===== src/rtl/fifo_wptr_ctrl.sv =====
// Write-side pointer controller for an async FIFO: binary/Gray write pointer,
// full/almost-full and fill level derived from the synchronised Gray read pointer, and a drain handshake.
module fifo_wptr_ctrl #(
   parameter int ADDR_WIDTH     = 4,
   parameter int ALMOST_FULL_TH = (1 << ADDR_WIDTH) - 2
) (
   input  logic                  clk_i,
   input  logic                  rst_n_i,
   input  logic                  wr_valid_i,
   output logic                  wr_ready_o,
   input  logic                  flush_i,
   output logic                  flush_done_o,
   input  logic [ADDR_WIDTH:0]   rd_ptr_gray_i,
   output logic                  wr_en_o,
   output logic [ADDR_WIDTH-1:0] wr_addr_o,
   output logic [ADDR_WIDTH:0]   wr_ptr_gray_o,
   output logic                  full_o,
   output logic                  almost_full_o,
   output logic [ADDR_WIDTH:0]   wr_level_o
);

   localparam int PW = ADDR_WIDTH + 1;
   localparam logic [PW-1:0] AF_TH = PW'(ALMOST_FULL_TH);

   typedef enum logic [1:0] {
      RUN,
      DRAIN,
      DONE
   } state_t;

   state_t          state;
   logic [PW-1:0]   wr_ptr_bin;
   logic [PW-1:0]   next_bin;
   logic [PW-1:0]   next_gray;
   logic [PW-1:0]   rd_bin;
   logic [PW-1:0]   level_next;
   logic [PW-1:0]   full_gray;
   logic            accept;

   assign wr_ready_o = rst_n_i & (state == RUN) & ~full_o & ~flush_i;
   assign accept     = wr_valid_i & wr_ready_o;
   assign wr_en_o    = accept;
   assign wr_addr_o  = wr_ptr_bin[ADDR_WIDTH-1:0];

   assign next_bin   = wr_ptr_bin + {{(PW-1){1'b0}}, accept};
   assign next_gray  = next_bin ^ (next_bin >> 1);

   // Full when the write pointer is exactly one lap ahead of the read pointer:
   // in Gray code that is the read pointer with its two top bits inverted.
   assign full_gray  = {~rd_ptr_gray_i[ADDR_WIDTH:ADDR_WIDTH-1], rd_ptr_gray_i[ADDR_WIDTH-2:0]};

   always_comb begin
      rd_bin = '0;
      for (int i = 0; i < PW; i++) begin
         rd_bin[i] = ^(rd_ptr_gray_i >> i);
      end
   end

   assign level_next = next_bin - rd_bin;

   always_ff @(posedge clk_i) begin
      if (!rst_n_i) begin
         wr_ptr_bin    <= '0;
         wr_ptr_gray_o <= '0;
         full_o        <= 1'b0;
         almost_full_o <= 1'b0;
         wr_level_o    <= '0;
         flush_done_o  <= 1'b0;
         state         <= RUN;
      end else begin
         wr_ptr_bin    <= next_bin;
         wr_ptr_gray_o <= next_gray;
         full_o        <= (next_gray == full_gray);
         almost_full_o <= (level_next >= AF_TH);
         wr_level_o    <= level_next;
         flush_done_o  <= 1'b0;
         // Drain completes once the read side has caught up with everything written so far.
         case (state)
            RUN: begin
               if (flush_i) begin
                  state <= DRAIN;
               end
            end
            DRAIN: begin
               if (rd_ptr_gray_i == wr_ptr_gray_o) begin
                  state        <= DONE;
                  flush_done_o <= 1'b1;
               end
            end
            DONE: begin
               state <= RUN;
            end
            default: begin
               state <= RUN;
            end
         endcase
      end
   end

endmodule


===== config.mk =====
export PLATFORM = sky130hd
export DESIGN_NAME = fifo_wptr_ctrl
export DESIGN_NICKNAME = d
export VERILOG_FILES = /design/src/rtl/fifo_wptr_ctrl.sv
export SDC_FILE = /design/constraint.sdc
export NUM_CORES = 1
export LEC_CHECK = 0
export BUFFER_PORTS_ARGS = -buffer_cell sky130_fd_sc_hd__buf_2
export CAP_MARGIN = 15
export CELL_PAD_IN_SITES_DETAIL_PLACEMENT = 1
export CELL_PAD_IN_SITES_GLOBAL_PLACEMENT = 2
export CORE_ASPECT_RATIO = 2
export CORE_UTILIZATION = 33
export CTS_CLUSTER_DIAMETER = 80
export CTS_CLUSTER_SIZE = 28
export DETAILED_ROUTE_END_ITERATION = 10
export HOLD_SLACK_MARGIN = 0.02
export PLACE_DENSITY = 0.82
export SLEW_MARGIN = 10
export SYNTH_ARGS = -nofsm -noshare
export SYNTH_HDL_FRONTEND = slang
export SYNTH_SLANG_ARGS = --single-unit

===== constraint.sdc =====
create_clock -name clk_i -period 3.8 [get_ports clk_i]
set_clock_uncertainty 0.1 [all_clocks]
set_input_delay 0.19 -clock clk_i [delete_from_list [all_inputs] [get_ports clk_i]]
set_output_delay 0.19 -clock clk_i [all_outputs]
set_load 0.005 [all_outputs]

==> results.json, run 1 <==
{
  "vias": 758,
  "overflow": 0,
  "ys_seq_area_share_pct": 38.19,
  "start_util_pct": 35.52,
  "antenna_found_initial": 0,
  "rr_startpoint": "state[1]",
  "r2r-end": "almost_full_o",
  "hold_path_end": "state[0]",
  "hold_viol_final": 0,
  "clock-sinks": 19,
  "nets": 145,
  "cts_made_buffers": 3,
  "coreArea_um2": 2804,
  "critical_path.top_delay_family": "adder cells",
  "crit_required_ps": 3850,
  "clockBufferDepth": 2,
  "drive_gt1_share_pct": 28.91,
  "max_stage_delay_ps": 330,
  "slowest_stage": "ha_1",
  "die_h_um": 79.69,
  "period_minus_slack_ps": 2934,
  "ys_types": 26,
  "drt_iter0_markers": 8,
  "wl_per_cell_um": 15.26,
  "cts_root_buf": "clkbuf_8",
  "grt_max_degree": 13,
  "cp-end-kind": "register",
  "ioPinCount": 28,
  "yosysTopAreaCell": "dfxtp_1",
  "first_pass_iters": 2,
  "cp-start-kind": "register",
  "worstSkewPairLatency_ps": 250,
  "status": "complete, no violations",
  "cts_hold_buf": 0,
  "ys.flop_type": "dfxtp_1",
  "path_buf_inv": 0,
  "async_flop_share_pct": 0,
  "viasPerCell": 4.828,
  "finalSetupViolCount": 0,
  "fmaxAchievable_mhz": 340.9,
  "yosysMostFrequentCell": "dfxtp_1",
  "hold_depth": 3,
  "worstSetupPathType": "register to register",
  "period_share_pct": 77.20,
  "maxCapViolCount": 0,
  "syn_inst": 98,
  "gp_congestion": 0.8399,
  "synth_edf_count": 0,
  "cp_common_cell": "ha_1",
  "ant_nets": 0,
  "h-tree-depth": 1,
  "grt_pass1_wl_um": 3836,
  "grt_pass1_vias": 836,
  "synth_top_area_share_pct": 38.19,
  "num-fill-cells": 348,
  "tritoncts": "yes",
  "synth_area_um2": 996.0,
  "synth_area_per_cell_um2": 10.16,
  "ys_ff_latch": 19,
  "clk_pin_slew_worst_paths_ps": 70,
  "hp-class": "primary input to register",
  "worst-path-stages": 11,
  "regArea_um2": 380.4,
  "ys_warn_count": 0,
  "drt-total-wl_um": 2396,
  "layout-area-overhead-vs-synth_pct": 21.36,
  "multi_input_area_um2": 585.6,
  "arrival_ps": 2980,
  "hpwlAfterDp_um": 1948,
  "synthTopCellsByCount": "dfxtp_1 (19), xnor2_1 (15), nor2_1 (9)",
  "slew_headroom_pct": 75.41,
  "path_cells": "nand2b_1 > nor4_1 > and2_1 > ha_1 > ha_1 > xor2_2 > ha_1 > a21o_1 > a21oi_1 > xor2_1 > a32o_1",
  "synth_area_leaders": "dfxtp_1 (38%), xnor2_1 (13%), ha_1 (7.5%)",
  "p_leak_uw": 0.0005857,
  "rows": 27,
  "synth_nets": 114,
  "min_from": "flush_i",
  "numPortBuffers": 27,
  "cts_setup_buffers": 0,
  "rsz0062_at_grt": "false",
  "dieArea_um2": 3255,
  "drc": 0,
  "slew_viol_final": 0,
  "p_per_area_nw_per_um2": 383.7,
  "r2r_slack_ps": 870,
  "tightest_slew_ps": 366.3,
  "die_w_um": 40.85,
  "irDropWorstVdd_mv": 0.1677,
  "critPathMaxFanout": 5,
  "antennaDiodeCount": 0,
  "fin_tns_setup_ps": 0,
  "cts.repair.resized": 0,
  "r2r_cells": 11,
  "hold_slack_ps": 131.0,
  "grt.total_usage_pct": 17.51
}
area by class of cell:
class	instances	area share (%)
sequential	19	31.47
inverter	7	2.174
multi-input combinational	71	48.45
clock buffer	4	3.727
tap	29	3.002
timing repair buffer	27	11.18
worst reg2reg max path, delay by kind of cell (launching register included):
| family | cells | cell delay (ps) |
|---|---|---|
| AOI/OAI and AO/OA | 3 | 560 |
| DFF | 1 | 320 |
| adders and majority gates | 3 | 870 |
| and+or+nand+nor | 3 | 590 |
| xor gates and xnor gates | 2 | 400 |
metrics by stage:
| stage | total power, uW | utilization [%] | cell area, um2 | setup slack (ps) | std cells |
|---|---|---|---|---|---|
| after global placement | 322.9 | 41.50 | 1164 | 980.3 | 153 |
| after floorplan | 290.0 | - | 996.0 | 1095 | 98 |
| after CTS | 474.2 | 43.11 | 1209 | 814.8 | 157 |
| after global routing | 497.0 | 43.11 | 1209 | 607.6 | 157 |
| after detailed placement | 329.6 | 41.50 | 1164 | 812.5 | 153 |
| final | 463.8 | 43.11 | 1209 | 866.4 | 157 |
placed cells by master, fill, tap and decap left out:
cell type,Yosys,routed
nand4_1,1,1
clkbuf_1,1,1
and2_1,7,7
mux2_2,1,1
nand3_1,4,4
xor2_2,3,3
and4b_1,2,2
xor2_1,7,7
a22o_2,1,1
a211oi_1,1,1
nor4_2,1,1
a21o_1,2,2
ha_1,6,6
nor4_1,1,1
clkbuf_8,0,3
buf_2,0,27
inv_1,7,7
a32o_1,1,1
xnor2_1,15,15
fa_1,1,1
nand2_1,1,1
dfxtp_1,19,19
xnor2_2,1,1
nand2b_1,1,1
nor2_1,9,9
a21oi_1,3,3
nor2b_1,1,1
nor3_1,1,1
report_power, final:
| group | leakage, uW | switching (uW) | internal, uW |
|---|---|---|---|
| registers | 0.000155 | 4.35 | 214 |
| clock network | 0.0000228 | 65.9 | 74.4 |
| logic | 0.000408 | 54.7 | 50.4 |
kinds of logic (layout without fill, tap and decap cells):
group | count (synthesis) | after routing | synth area share (%)
fa+ha+maj | 7 | 7 | 9.548
simple gates | 29 | 29 | 16.46
flops | 19 | 19 | 38.19
xor+xnor | 26 | 26 | 25.88
mux | 1 | 1 | 1.131
buf+inv | 8 | 38 | 3.015
compound gates | 8 | 8 | 5.778
state kept, by name, indices dropped and copies added, names as in the netlist:
| signal | count |
|---|---|
| full_o | 1 |
| wr_ptr_gray_o | 5 |
| almost_full_o | 1 |
| state | 2 |
| flush_done_o | 1 |
| wr_level_o | 5 |
| wr_ptr_bin | 4 |
worst max-delay path by stage:
stage | startpoint | to
6_report | state[1] | almost_full_o
3_5_place_dp | rst_n_i | almost_full_o
3_3_place_gp | rst_n_i | almost_full_o
5_1_grt | state[1] | almost_full_o
4_1_cts | state[1] | almost_full_o
2_1_floorplan | state[1] | almost_full_o
layer usage:
| layer | wire length [um] | GRT usage (%) |
|---|---|---|
| met5 | 0 | 0 |
| met4 | 58 | 7.667 |
| met1 | 845 | 17.71 |
| met3 | 67 | 2.786 |
| met2 | 1424 | 31.41 |
Note: power is estimated with default switching activity, not from simulation.
==> run 2: changes to the inputs <==
--- a/config.mk
+++ b/config.mk
@@ -10,12 +10,12 @@
 export CELL_PAD_IN_SITES_DETAIL_PLACEMENT = 1
 export CELL_PAD_IN_SITES_GLOBAL_PLACEMENT = 2
 export CORE_ASPECT_RATIO = 2
-export CORE_UTILIZATION = 33
+export CORE_UTILIZATION = 30
 export CTS_CLUSTER_DIAMETER = 80
 export CTS_CLUSTER_SIZE = 28
 export DETAILED_ROUTE_END_ITERATION = 10
 export HOLD_SLACK_MARGIN = 0.02
-export PLACE_DENSITY = 0.82
+export PLACE_DENSITY = 0.76
 export SLEW_MARGIN = 10
 export SYNTH_ARGS = -nofsm -noshare
 export SYNTH_HDL_FRONTEND = slang
==> constraint.sdc (replaced) <==
create_clock -name clk_i -period 2.8 [get_ports clk_i]
set_clock_uncertainty 0.1 [all_clocks]
set_input_delay 0.14 -clock clk_i [delete_from_list [all_inputs] [get_ports clk_i]]
set_output_delay 0.14 -clock clk_i [all_outputs]
set_load 0.005 [all_outputs]
==> results.json, run 2 (synthesis gave the netlist of run 1 again) <==
{
  "overflow": 0,
  "grt_use_met2_pct": 27.00,
  "die_h_um": 83.49,
  "hpwlAfterDp_um": 1915,
  "period_minus_slack_ps": 2577,
  "grt_pass1_wl_um": 3767,
  "irDropWorstVdd_mv": 0.2367,
  "cts_setup_buffers": 0,
  "vias": 783,
  "dieArea_um2": 3568,
  "antennaDiodeCount": 0,
  "clock-sinks": 19,
  "coreArea_um2": 3157,
  "pre_cts_ws_ps": -32.45,
  "layout-area-overhead-vs-synth_pct": 30.53,
  "rsz0062_at_grt": "false",
  "ant_nets": 0,
  "sequentialPowerShare_pct": 46.8,
  "numPortBuffers": 27,
  "combPwrFrac_pct": 23.5,
  "crit_required_ps": 2850,
  "start_util_pct": 31.55,
  "p_leak_uw": 0.0006018,
  "top_usage_layer": "met2",
  "tritoncts": "yes",
  "grt.total_usage_pct": 14.19,
  "hp-class": "primary input to register",
  "grt_max_degree": 12,
  "drt_iter0_markers": 7,
  "worstSkewPairLatency_ps": 250,
  "h-tree-depth": 1,
  "grt_pass1_vias": 839,
  "rows": 29,
  "slew_viol_final": 0,
  "fmaxAchievable_mhz": 388.0,
  "final_area_um2": 1300,
  "clk_pin_slew_worst_paths_ps": 70,
  "hold_viol_final": 0,
  "maxCapViolCount": 0,
  "p_per_area_nw_per_um2": 487.3,
  "nets": 147,
  "netSwitchingFraction_pct": 26.41,
  "worstSetupPathType": "register to register",
  "cts_root_buf": "clkbuf_8",
  "power_switching_uw": 167.3,
  "arrival_ps": 2630,
  "wl_per_cell_um": 14.54,
  "clockBufferDepth": 2,
  "placed_area_um2": 1181,
  "die_w_um": 42.74,
  "finalWorstSetupSlack_ps": 222.9,
  "reg.largest.list": "wr_level_o x5, wr_ptr_gray_o x5, wr_ptr_bin x4",
  "slew_headroom_pct": 77.07,
  "ioPinCount": 28,
  "grt_use_met3_pct": 1.948,
  "gr-usage-met1_pct": 13.93,
  "gp_congestion": 0.8309,
  "internal_power_uw": 466.1,
  "drc": 0,
  "viasPerCell": 4.863,
  "critPathMaxFanout": 4,
  "drt-total-wl_um": 2341,
  "drive_gt1_share_pct": 36.92,
  "tightest_slew_ps": 341.4,
  "finalSetupViolCount": 0,
  "layout_common_cells": "buf_2 (27), dfxtp_1 (19), xnor2_1 (14), nor2_1 (9)",
  "clockPowerShare_pct": 29.7,
  "period_share_pct": 92.04,
  "status": "complete, no violations",
  "cts_made_buffers": 3,
  "first_pass_iters": 4,
  "cp-start-kind": "register",
  "cp-end-kind": "register",
  "layout_commonest_cell": "buf_2",
  "antenna_found_initial": 0
}
==> run 2: cell types whose count changed in the layout (fill, tap and decap cells not counted), sizes merged <==
| cell | change |
|---|---|
| buf | +2 |
==> run 2: metrics by stage <==
step	total power (uW)	instances	utilization, %	hold WS (ps)	TNS (ps)
floorplan	393.6	98	-	199.5	0
global placement	440.4	157	37.42	325.5	0
detailed placement	444.3	157	37.42	334.9	-54.32
CTS	637.8	161	38.92	62.34	0
global route	684.3	161	41.18	73.36	0
finish	633.4	161	41.18	74.04	0
==> run 2: repair_timing <==
item | CTS | global route
pin swaps | 0 | 3
resized for setup | 1 | 11
endpoints found under the setup margin | 2 | 4
hold buffers | 0 | 0
==> run 2: power groups by stage <==
stage               registers, uW  clock network, uW  logic, uW
floorplan                     306                  0       87.7
global placement              302                  0        138
detailed placement            303                  0        141
CTS                           297                198        143
global route                  299                215        170
finish                        297                188        149
==> run 2: final timing paths <==
path | start | end | slack (ps) | cells past startpoint
setup / recovery | state[1] | almost_full_o | 220 | 12
hold reg to reg | state[0] | state[0] | 430 | 1
setup reg to reg | state[1] | almost_full_o | 220 | 12
hold / removal | flush_i | state[0] | 70 | 3
==> run 2: layer usage <==
metal | vias up | share of wire, %
li1 | 384 | -
met2 | 17 | 59
met1 | 377 | 35
met3 | 5 | 2.9
met5 | - | 0
met4 | 0 | 2.1
==> run 2: critical path: stages, from the launching register on <==
cell and delay, ps:
dfxtp_1 330, nand2b_1 180, nor4_2 280, and2_4 210
ha_4 150, ha_4 160, inv_1 70, fa_2 390
inv_1 60, a21o_1 130, a21oi_2 60, xor2_1 150
a32o_1 210
==> run 2: layout make-up <==
type / instances / area (um2)
fill: 378 / 1857
multi-input combinational: 71 / 659.4
sequential: 19 / 380.4
timing repair buffer: 29 / 150.1
clock buffer: 4 / 45.04
tap: 31 / 38.79
inverter: 7 / 26.28
